--- src/rtl/dec_by_value.sv ---
// dec_by_value: credit down-counter, one step of val per rising dec level, with load, zero, underflow and ack/nack
module dec_by_value #(
  parameter int WIDTH = 8,
  parameter int VAL_W = 3,
  parameter logic [WIDTH-1:0] INIT = 8'd64,
  parameter bit WRAP_EN = 1'b0
) (
  input  logic             clk,
  input  logic             rst,
  input  logic             load,
  input  logic [WIDTH-1:0] load_val,
  input  logic             dec,
  input  logic [VAL_W-1:0] val,
  output logic [WIDTH-1:0] cnt,
  output logic             zero,
  output logic             underflow,
  output logic             ack,
  output logic             nack
);
  typedef enum logic {IDLE, WAIT_LOW} state_t;
  state_t state, state_nx;
  logic [WIDTH-1:0] val_x, cnt_nx;
  logic take, over;
  always_comb begin
    val_x = WIDTH'(val);
    take = (state == IDLE) && dec && !load;
    over = val_x > cnt;
    state_nx = dec ? WAIT_LOW : IDLE;
    cnt_nx = load ? load_val : take ? ((over && !WRAP_EN) ? '0 : cnt - val_x) : cnt;
  end
  always_ff @(posedge clk or posedge rst) begin
    if (rst) begin
      state <= IDLE;
      cnt <= INIT;
      zero <= (INIT == '0);
      underflow <= 1'b0;
      ack <= 1'b0;
      nack <= 1'b0;
    end else begin
      state <= state_nx;
      cnt <= cnt_nx;
      zero <= (cnt_nx == '0);
      underflow <= !load && (underflow || (take && over));
      ack <= take && (!over || WRAP_EN);
      nack <= take && over && !WRAP_EN;
    end
  end
endmodule

--- config.mk ---
export PLATFORM = sky130hd
export DESIGN_NAME = dec_by_value
export DESIGN_NICKNAME = d
export VERILOG_FILES = /design/src/rtl/dec_by_value.sv
export SDC_FILE = /design/constraint.sdc
export NUM_CORES = 1
export LEC_CHECK = 0
export BUFFER_PORTS_ARGS = -buffer_cell sky130_fd_sc_hd__buf_2
export CAP_MARGIN = 10
export CORE_AREA = 2 2 43 45
export CTS_CLUSTER_SIZE = 12
export DETAILED_ROUTE_END_ITERATION = 16
export DIE_AREA = 0 0 45 47
export GPL_TIMING_DRIVEN = 0
export PLACE_DENSITY = 0.77
export SYNTH_ARGS = -nofsm -noshare
export SYNTH_HDL_FRONTEND = slang
export SYNTH_SLANG_ARGS = --single-unit
--- constraint.sdc ---
create_clock -name clk -period 6.51 [get_ports clk]
set_input_delay 1.302 -clock clk [delete_from_list [all_inputs] [get_ports clk]]
set_output_delay 1.302 -clock clk [all_outputs]
set_load 0.02 [all_outputs]
==> flow_metrics.env, run 1 <==
export IMPL_io_buffers=26
export IMPL_cp_end_kind="flip-flop"
export IMPL_ant_nets=0
export IMPL_dieHeight_um=47
export IMPL_top_usage_layer="met2"
export IMPL_drtIter0Drc=12
export IMPL_slowest_delay_ns=0.58
export IMPL_fin_cells=124
export IMPL_grt_pass1_vias=616
export IMPL_worstHoldStart="underflow$_DFF_PP0_"
export IMPL_min_delay_worst_endpoint="underflow$_DFF_PP0_"
export IMPL_final_layout_size_suffix_gt1_share_pct=33.6
export IMPL_critical_path_class="in2reg"
export IMPL_ys_flop_type="dfrtp_1"
export IMPL_grt_first_pass_wirelength_um=2790
export IMPL_r2r_start="cnt[0]$_DFF_PP0_"
export IMPL_hold_class="reg2reg"
export IMPL_fin_skew_ns=0.00340
export IMPL_clock_path_buffers=2
export IMPL_reg2reg_setup_slack_ns=3.78
export IMPL_drc_errors=0
export IMPL_synth_edf_count=0
export IMPL_ys_warn_count=0
export IMPL_fin_crit_sh_pct=51.6
export IMPL_wl_per_cell_um=13.5
export IMPL_final_cell_mix="buf_2, dfrtp_1, nor2_1"
export IMPL_crit_chain="buf_2, ha_1, inv_1, fa_1, a211oi_4, nand2_1, mux2i_1, o21ai_0, or4_4, nor4b_4"
export IMPL_root_buffer="clkbuf_4"
export IMPL_post_cts_resized=0
export IMPL_cp_slowest_cell="or4_4"
export IMPL_ios=27
export IMPL_first_pass_iters=4
export IMPL_num_vias=660
export IMPL_whs_path_depth=1
export IMPL_row_count=15
export IMPL_met3_usage_pct=4.62
export IMPL_die_w_um=45
export IMPL_rsz0062_at_grt="no"
export IMPL_cts_tree="yes"
export IMPL_holdBufCountCts=0
export IMPL_grt_util_met1_pct=24.1
export IMPL_drv_cap=0
export IMPL_ys_types=34
export IMPL_grt_max_degree=14
export IMPL_cts_buffers=3
export IMPL_drv_slew=0
export IMPL_routed_wl_um=1680
export IMPL_syn_avg_cell_area_um2=10.2
export IMPL_synth_seq_cells=13
export IMPL_syn_nets=97
export IMPL_cp_start_kind="primary input"
export IMPL_hold_viol_final=0
export IMPL_cts_setup_buffers=0
export IMPL_status="complete, no violations"
export IMPL_clk_latency_ns=0.28
export IMPL_antennaDiodeCount=0
export IMPL_grt_use_total_pct=19.2
export IMPL_htree_levels=1
export IMPL_fin_nets=128
export IMPL_max_vdd_ir_drop_v=0.0000973
export IMPL_dp_cells=120
export IMPL_initial_core_util_pct=47.7
export IMPL_period_needed_ns=3.36
export IMPL_grt_antenna_before_repair=0
export IMPL_dp_hpwl_um=1370
export IMPL_p_leak_uw=0.000497
export IMPL_gp_congestion=0.809
export IMPL_grt_overflow=0
export IMPL_die_area_mm2=0.00212
export IMPL_worstPathMaxFanout=5
export IMPL_area_growth_synth_to_final_pct=22.6
export IMPL_fmax_ghz=0.298
export IMPL_max_slew_margin_pct=67.2
export IMPL_powerDensity_mw_per_mm2=212
export IMPL_required_ns=6.70
export IMPL_r2r_cells=10
export IMPL_fillers=162
export IMPL_mostFrequentLayoutCell="buf_2"
export IMPL_core_mm2=0.00165
export IMPL_fin_tns_setup_ns=0
export IMPL_cts_sinks=13
export IMPL_yosysSeqAreaShare_pct=41.5
export IMPL_tightest_slew_ns=0.491
export IMPL_grt_util_met2_pct=30.6
export IMPL_syn_cell_area_um2=787
export IMPL_worstPathArrival_ns=3.55
export IMPL_postSynthCellCount=77
export IMPL_setup_violations=0
export IMPL_synthArstFlopShare_pct=100
export IMPL_r2r_end="zero$_DFF_PP0_"
export IMPL_path_clk_slew_ns=0.08
export IMPL_viasPerCell=5.32
critical path, delay by kind of cell:
family / cells / cell delay [ns]
compound gates: 2 / 0.47
fa+ha+maj: 2 / 0.57
buf+inv: 2 / 0.13
mux: 1 / 0.16
simple gates: 3 / 0.90
cell families after synthesis:
| family | count (synthesis) | synth area share [%] |
|---|---|---|
| AND/OR/NAND/NOR | 32 | 24.8 |
| XOR/XNOR | 2 | 2.23 |
| flip-flops | 13 | 41.5 |
| buffers and inverters | 8 | 3.82 |
| adder cells (fa/ha/maj) | 5 | 8.90 |
| multiplexers | 3 | 3.82 |
| AO/OA/AOI/OAI | 14 | 14.9 |
layer usage:
layer	vias up	routed length, um
li1	336	-
met1	302	735
met4	0	26
met3	4	72
met5	-	0
met2	18	844
power breakdown:
group / internal (uW) / switching, uW
Combinational: 23.6 / 34.3
Clock: 23.8 / 26.9
Sequential: 87.3 / 8.55
cell type report:
type | count | area [um^2] | share of cell area [%]
sequential | 13 | 327 | 33.9
buffer | 1 | 3.75 | 0.389
clock buffer | 4 | 26.3 | 2.72
tap | 17 | 21.3 | 2.20
multi-input combinational | 56 | 430 | 44.6
inverter | 7 | 26.3 | 2.72
timing repair buffer | 26 | 130 | 13.5
cell usage after synthesis (all sizes together), types with 2 or more instances:
library cell | n | share of area (%)
dfrtp | 12 | 38
nor2 | 10 | 4.8
inv | 7 | 3.3
nand2 | 7 | 3.3
ha | 4 | 6.4
a211oi | 3 | 5.1
mux2i | 3 | 3.8
nor2b | 3 | 2.4
o21ai | 3 | 1.9
and3 | 2 | 1.7
nand2b | 2 | 1.6
nand3 | 2 | 1.3
nor4 | 2 | 3.5
xor2 | 2 | 2.2
per-stage QoR:
stage | cell area [um^2] | setup WS [ns] | util, % | hold WS, ns | total power, uW
final | 965 | 3.15 | 58.4 | 0.486 | 204
after global routing | 965 | 2.99 | 58.4 | 0.514 | 217
after floorplan | 787 | 3.17 | - | 0.598 | 137
after detailed placement | 938 | 2.85 | 56.8 | 0.468 | 156
after CTS | 965 | 3.15 | 58.4 | 0.487 | 208
after global placement | 938 | 2.92 | 56.8 | 0.459 | 154
state kept, by name (all words and copies together) (netlist names):
name	count
underflow	1
nack	1
cnt	8
ack	1
state	1
zero	1
worst max path at each step:
| stage | startpoint | end | cells after the start |
|---|---|---|---|
| 3_5_place_dp | val[0] | zero$_DFF_PP0_ | 10 |
| 5_1_grt | val[0] | zero$_DFF_PP0_ | 10 |
| 2_1_floorplan | val[0] | zero$_DFF_PP0_ | 9 |
| 4_1_cts | val[0] | zero$_DFF_PP0_ | 10 |
| 6_report | val[0] | zero$_DFF_PP0_ | 10 |
| 3_3_place_gp | val[0] | zero$_DFF_PP0_ | 10 |
Note: power is estimated with default switching activity, not from simulation.
==> run 2: changes to the inputs <==
--- a/config.mk
+++ b/config.mk
@@ -7,12 +7,12 @@
 export LEC_CHECK = 0
 export BUFFER_PORTS_ARGS = -buffer_cell sky130_fd_sc_hd__buf_2
 export CAP_MARGIN = 10
-export CORE_AREA = 2 2 43 45
+export CORE_AREA = 2 2 46 48
 export CTS_CLUSTER_SIZE = 12
 export DETAILED_ROUTE_END_ITERATION = 16
-export DIE_AREA = 0 0 45 47
+export DIE_AREA = 0 0 48 50
 export GPL_TIMING_DRIVEN = 0
-export PLACE_DENSITY = 0.77
+export PLACE_DENSITY = 0.71
 export SYNTH_ARGS = -nofsm -noshare
 export SYNTH_HDL_FRONTEND = slang
 export SYNTH_SLANG_ARGS = --single-unit
==> constraint.sdc (replaced) <==
create_clock -name clk -period 2.7 [get_ports clk]
set_input_delay 0.54 -clock clk [delete_from_list [all_inputs] [get_ports clk]]
set_output_delay 0.54 -clock clk [all_outputs]
set_load 0.02 [all_outputs]
==> run 2 against run 1 <==
- worst setup slack worse by 3.0 ns
- worst hold slack worse by 0.22 ns
- final area up 2.3%
- via count up 0.15%
- largest cell class unchanged
- highest routed layer unchanged
- cell count up 8.9%
- non-clock buffer count up 1
- clock skew up 0.0034 ns
- count of clock-buffer cells in the layout unchanged
- clock power up 140%
- flip-flop and latch count unchanged
- largest power group unchanged
==> flow_metrics.env, run 2 (synthesized netlist as in run 1, its figures left out) <==
export IMPL_mostFrequentLayoutCell="buf_2"
export IMPL_met3_usage_pct=2.20
export IMPL_root_buffer="clkbuf_4"
export IMPL_hold_class="in2async"
export IMPL_die_w_um=48
export IMPL_top_register="cnt"
export IMPL_initial_core_util_pct=41.4
export IMPL_r2r_cells=9
export IMPL_dp_hpwl_um=1360
export IMPL_max_vdd_ir_drop_v=0.000269
export IMPL_slowest_delay_ns=0.44
export IMPL_max_slew_margin_pct=66.6
export IMPL_period_needed_ns=2.52
export IMPL_grt_util_met2_pct=24.9
export IMPL_cp_end_kind="flip-flop"
export IMPL_setup_violations=0
export IMPL_core_mm2=0.00190
export IMPL_p_leak_uw=0.000501
export IMPL_grt_pass1_vias=624
export IMPL_io_buffers=26
export IMPL_cp_num_buf_inv=2
export IMPL_utilization_pct=51.9
export IMPL_crit_chain="inv_2, ha_1, inv_1, fa_2, a211oi_4, a211oi_2, a221o_1, or4_4, nor4b_4"
export IMPL_r2r_start="cnt[0]$_DFF_PP0_"
export IMPL_tightest_slew_ns=0.498
export IMPL_grt_overflow=0
export IMPL_top_usage_layer="met2"
export IMPL_fin_skew_ns=0.00681
export IMPL_dp_worst_setup_slack_ns=-0.158
export IMPL_reg2reg_setup_slack_ns=0.18
export IMPL_setup_slack_ns=0.179
export IMPL_num_vias=661
export IMPL_die_area_mm2=0.00240
export IMPL_holdBufCountCts=0
export IMPL_drc_errors=0
export IMPL_placed_cell_area_um2=951
export IMPL_row_count=16
export IMPL_final_cell_mix="buf_2, dfrtp_1, nor2_1"
export IMPL_cp_start_kind="flip-flop"
export IMPL_fin_crit_sh_pct=93.4
export IMPL_clk_latency_ns=0.28
export IMPL_grt_antenna_before_repair=0
export IMPL_drv_cap=0
export IMPL_gp_congestion=0.899
export IMPL_grt_use_total_pct=16.5
export IMPL_r2r_end="zero$_DFF_PP0_"
export IMPL_path_clk_slew_ns=0.08
export IMPL_worstPathMaxFanout=4
export IMPL_antennaDiodeCount=0
export IMPL_wl_per_cell_um=12.3
export IMPL_status="complete, no violations"
export IMPL_first_pass_iters=4
export IMPL_ios=27
export IMPL_cp_top_family="compound AO/OA/AOI/OAI gates"
export IMPL_fmax_ghz=0.397
export IMPL_cts_buffers=3
export IMPL_cts_tree="yes"
export IMPL_routed_wl_um=1670
export IMPL_final_layout_size_suffix_gt1_share_pct=36.1
export IMPL_critical_path_class="reg2reg"
export IMPL_worstPathArrival_ns=2.71
export IMPL_cp_slowest_cell="or4_4"
export IMPL_hold_viol_final=0
export IMPL_dieHeight_um=50
export IMPL_cts_sinks=13
export IMPL_fin_tns_setup_ns=0
export IMPL_clock_path_buffers=2
export IMPL_fin_area_um2=987
export IMPL_drtIter0Drc=15
export IMPL_grt_first_pass_wirelength_um=2820
export IMPL_drv_slew=0
export IMPL_largest_register_ffs=8
export IMPL_powerDensity_mw_per_mm2=505
export IMPL_ant_nets=0
export IMPL_viasPerCell=4.90
export IMPL_grt_util_met1_pct=23.8
export IMPL_rsz0062_at_grt="yes"
export IMPL_fin_nets=129
export IMPL_required_ns=2.89
export IMPL_grt_max_degree=14
export IMPL_htree_levels=1
export IMPL_area_growth_synth_to_final_pct=25.4
run 2: cell types whose count changed in the layout (fill, tap and decap cells not counted), sizes merged:
cell,previous run,this run
buf,26,27
run 2: worst register-to-register path: stages, from the launching register on:
cell and delay [ns]:
dfrtp_1 0.40, inv_2 0.07, ha_1 0.13, inv_1 0.04
fa_2 0.37, a211oi_4 0.28, a211oi_2 0.14, a221o_1 0.35
or4_4 0.44, nor4b_4 0.21
run 2: worst max-delay path by stage:
| stage | end | slack [ns] | cells past startpoint | from |
|---|---|---|---|---|
| global placement | zero$_DFF_PP0_ | -0.14 | 10 | val[0] |
| finish | zero$_DFF_PP0_ | 0.18 | 9 | cnt[0]$_DFF_PP0_ |
| CTS | zero$_DFF_PP0_ | 0.02 | 10 | cnt[0]$_DFF_PP0_ |
| detailed placement | zero$_DFF_PP0_ | -0.16 | 10 | val[0] |
| floorplan | zero$_DFF_PP0_ | 0.1 | 10 | cnt[0]$_DFF_PP0_ |
| global route | zero$_DFF_PP0_ | -0.007 | 10 | cnt[0]$_DFF_PP0_ |
run 2: layer usage:
layer | vias up | share of wire (%)
met5 | - | 0
met1 | 316 | 46
met3 | 2 | 2.2
met4 | 0 | 0.96
li1 | 329 | -
met2 | 14 | 51
run 2: layout make-up:
type,instances,area (um^2)
Tap cell,27,33.8
Clock buffer,4,26.3
Buffer,1,3.75
Timing Repair Buffer,27,138
Inverter,7,26.3
Fill cell,186,915
Multi-Input combinational cell,56,433
Sequential cell,13,327
run 2: repair_timing:
| action | in CTS | in global routing |
|---|---|---|
| endpoints found under the hold margin | 0 | 0 |
| pin swaps | 1 | 1 |
| endpoints found under the setup margin | 1 | 1 |
| buffers inserted | 1 | 0 |
| gates resized for setup | 0 | 3 |
run 2: stage by stage:
step	total power, uW	hold slack [ns]	cells
floorplan	330	0.416	77
detailed placement	376	0.464	130
global route	532	0.310	135
global placement	371	0.459	130
CTS	501	0.283	135
finish	498	0.263	135
run 2: report_power, final:
part           switching [uW]  total (uW)  internal, uW
Clock                    65.7         123          57.3
Combinational            83.1         143          60.3
Sequential               21.3         232           211
Total                     170         498           328
==> run 3: changes to the inputs <==
--- a/config.mk
+++ b/config.mk
@@ -7,10 +7,10 @@
 export LEC_CHECK = 0
 export BUFFER_PORTS_ARGS = -buffer_cell sky130_fd_sc_hd__buf_2
 export CAP_MARGIN = 10
-export CORE_AREA = 2 2 46 48
+export CORE_AREA = 5 5 49 51
 export CTS_CLUSTER_SIZE = 12
 export DETAILED_ROUTE_END_ITERATION = 16
-export DIE_AREA = 0 0 48 50
+export DIE_AREA = 0 0 54 56
 export GPL_TIMING_DRIVEN = 0
 export PLACE_DENSITY = 0.71
 export SYNTH_ARGS = -nofsm -noshare
==> run 3 against run 2 <==
- maximum frequency decreased by 1.5%
- worst hold slack gained 0.0094 ns
- worst setup slack worse by 0.039 ns
- global-route usage fell by 2.9 points
- highest routed layer is now met3
- clock power hardly changed
==> flow_metrics.env, run 3 (synthesized netlist as in run 1, its figures left out) <==
export IMPL_fin_cells=135
export IMPL_max_slew_margin_pct=66.0
export IMPL_worstPathArrival_ns=2.75
export IMPL_io_buffers=26
export IMPL_r2r_cells=10
export IMPL_clk_latency_ns=0.27
export IMPL_cp_start_kind="flip-flop"
export IMPL_drv_cap=0
export IMPL_root_buffer="clkbuf_4"
export IMPL_gp_congestion=0.839
export IMPL_fin_crit_sh_pct=94.8
export IMPL_grt_pass1_vias=695
export IMPL_required_ns=2.89
export IMPL_crit_chain="inv_2, ha_1, inv_1, fa_2, a211oi_4, nand2_1, mux2i_1, o21ai_0, or4_4, nor4b_4"
export IMPL_fin_nets=129
export IMPL_dp_hpwl_um=1520
export IMPL_worst_hold_slack_ns=0.272
export IMPL_wl_per_cell_um=13.4
export IMPL_r2r_start="cnt[0]$_DFF_PP0_"
export IMPL_antennaDiodeCount=0
export IMPL_die_area_mm2=0.00302
export IMPL_core_mm2=0.00190
export IMPL_hold_viol_final=0
export IMPL_cts_tree="yes"
export IMPL_register_area_um2=327
export IMPL_p_leak_uw=0.000501
export IMPL_tightest_slew_ns=0.506
export IMPL_final_layout_size_suffix_gt1_share_pct=36.1
export IMPL_status="complete, no violations"
export IMPL_grt_first_pass_wirelength_um=3080
export IMPL_grt_use_total_pct=13.6
export IMPL_die_w_um=54
export IMPL_hold_class="in2async"
export IMPL_fin_skew_ns=0.00300
export IMPL_slowest_delay_ns=0.57
export IMPL_powerDensity_mw_per_mm2=506
export IMPL_num_vias=674
export IMPL_rsz0062_at_grt="no"
export IMPL_largest_register_ffs=8
export IMPL_path_clk_slew_ns=0.08
export IMPL_dieHeight_um=56
export IMPL_dp_cells=130
export IMPL_row_count=16
export IMPL_area_growth_synth_to_final_pct=25.4
export IMPL_r2r_end="zero$_DFF_PP0_"
export IMPL_first_pass_iters=4
export IMPL_routed_wl_um=1810
export IMPL_cp_num_buf_inv=2
export IMPL_max_vdd_ir_drop_v=0.000237
export IMPL_top_register="cnt"
export IMPL_ant_nets=0
export IMPL_period_needed_ns=2.56
export IMPL_cts_buffers=3
export IMPL_initial_core_util_pct=41.4
export IMPL_cp_top_family="simple AND/OR/NAND/NOR gates"
export IMPL_drtIter0Drc=34
export IMPL_ios=27
export IMPL_viasPerCell=4.99
export IMPL_grt_overflow=0
export IMPL_reg2reg_setup_slack_ns=0.14
export IMPL_cp_end_kind="flip-flop"
export IMPL_cts_sinks=13
export IMPL_multiInputGateArea_um2=433
export IMPL_drv_slew=0
export IMPL_critical_path_class="reg2reg"
export IMPL_worstPathMaxFanout=3
export IMPL_htree_levels=1
export IMPL_clock_path_buffers=2
export IMPL_cp_slowest_cell="or4_4"
export IMPL_grt_max_degree=14
export IMPL_mostFrequentLayoutCell="buf_2"
export IMPL_grt_antenna_before_repair=0
export IMPL_fillers=175
export IMPL_drc_errors=0
export IMPL_utilization_pct=51.9
export IMPL_fmax_ghz=0.391
export IMPL_setup_violations=0
export IMPL_final_cell_mix="buf_2, dfrtp_1, nor2_1"
## run 3: what timing repair did
| action | 4_1_cts | 5_1_grt |
|---|---|---|
| setup buffers | 1 | 0 |
| resized for setup | 1 | 1 |
| pin swaps | 1 | 1 |
| setup endpoints to repair | 1 | 1 |
| hold buffers | 0 | 0 |
## run 3: layout make-up
type | instances | share of cell area, %
inverter | 7 | 2.66
clock buffer | 4 | 2.66
sequential | 13 | 33.1
tap | 27 | 3.42
multi-input combinational | 56 | 43.9
timing repair buffer | 27 | 13.9
buffer | 1 | 0.380
## run 3: worst register-to-register path: stages, from the launching register on
cell and delay, ns:
dfrtp_1 0.40, inv_2 0.08, ha_1 0.15, inv_1 0.05, fa_2 0.38, a211oi_4 0.27
nand2_1 0.10, mux2i_1 0.16, o21ai_0 0.11, or4_4 0.57, nor4b_4 0.20
## run 3: how the worst max path moves through the flow
stage	start	end	slack (ns)	cells after the start
floorplan	cnt[0]$_DFF_PP0_	zero$_DFF_PP0_	0.1	10
global placement	val[0]	zero$_DFF_PP0_	-0.14	10
detailed placement	val[0]	zero$_DFF_PP0_	-0.21	10
CTS	cnt[0]$_DFF_PP0_	zero$_DFF_PP0_	0.03	10
global route	cnt[0]$_DFF_PP0_	zero$_DFF_PP0_	0.01	10
finish	cnt[0]$_DFF_PP0_	zero$_DFF_PP0_	0.14	10
## run 3: power by group
| group | leakage, uW | internal, uW | switching, uW | total, uW |
|---|---|---|---|---|
| combinational | 0.000325 | 60.6 | 85.4 | 146 |
| clock | 0.0000150 | 57.1 | 64.4 | 122 |
| sequential | 0.000161 | 211 | 21.3 | 232 |
| total | 0.000501 | 328 | 171 | 499 |
## run 3: metrics by stage
step / total power, uW / setup TNS (ns) / setup slack (ns) / instance area (um^2)
floorplan: 330 / 0 / 0.0997 / 787
global placement: 372 / -0.139 / -0.139 / 951
detailed placement: 378 / -0.215 / -0.215 / 951
CTS: 504 / 0 / 0.0325 / 987
global route: 531 / 0 / 0.0101 / 987
finish: 499 / 0 / 0.140 / 987
## run 3: per-layer routing
layer  vias up  wire [um]  global-route usage, %
li1        333          -                      -
met4         0          0                   4.63
met2        23        994                   22.1
met3         0         83                   1.88
met1       318        727                   18.0
met5         -          0                      0
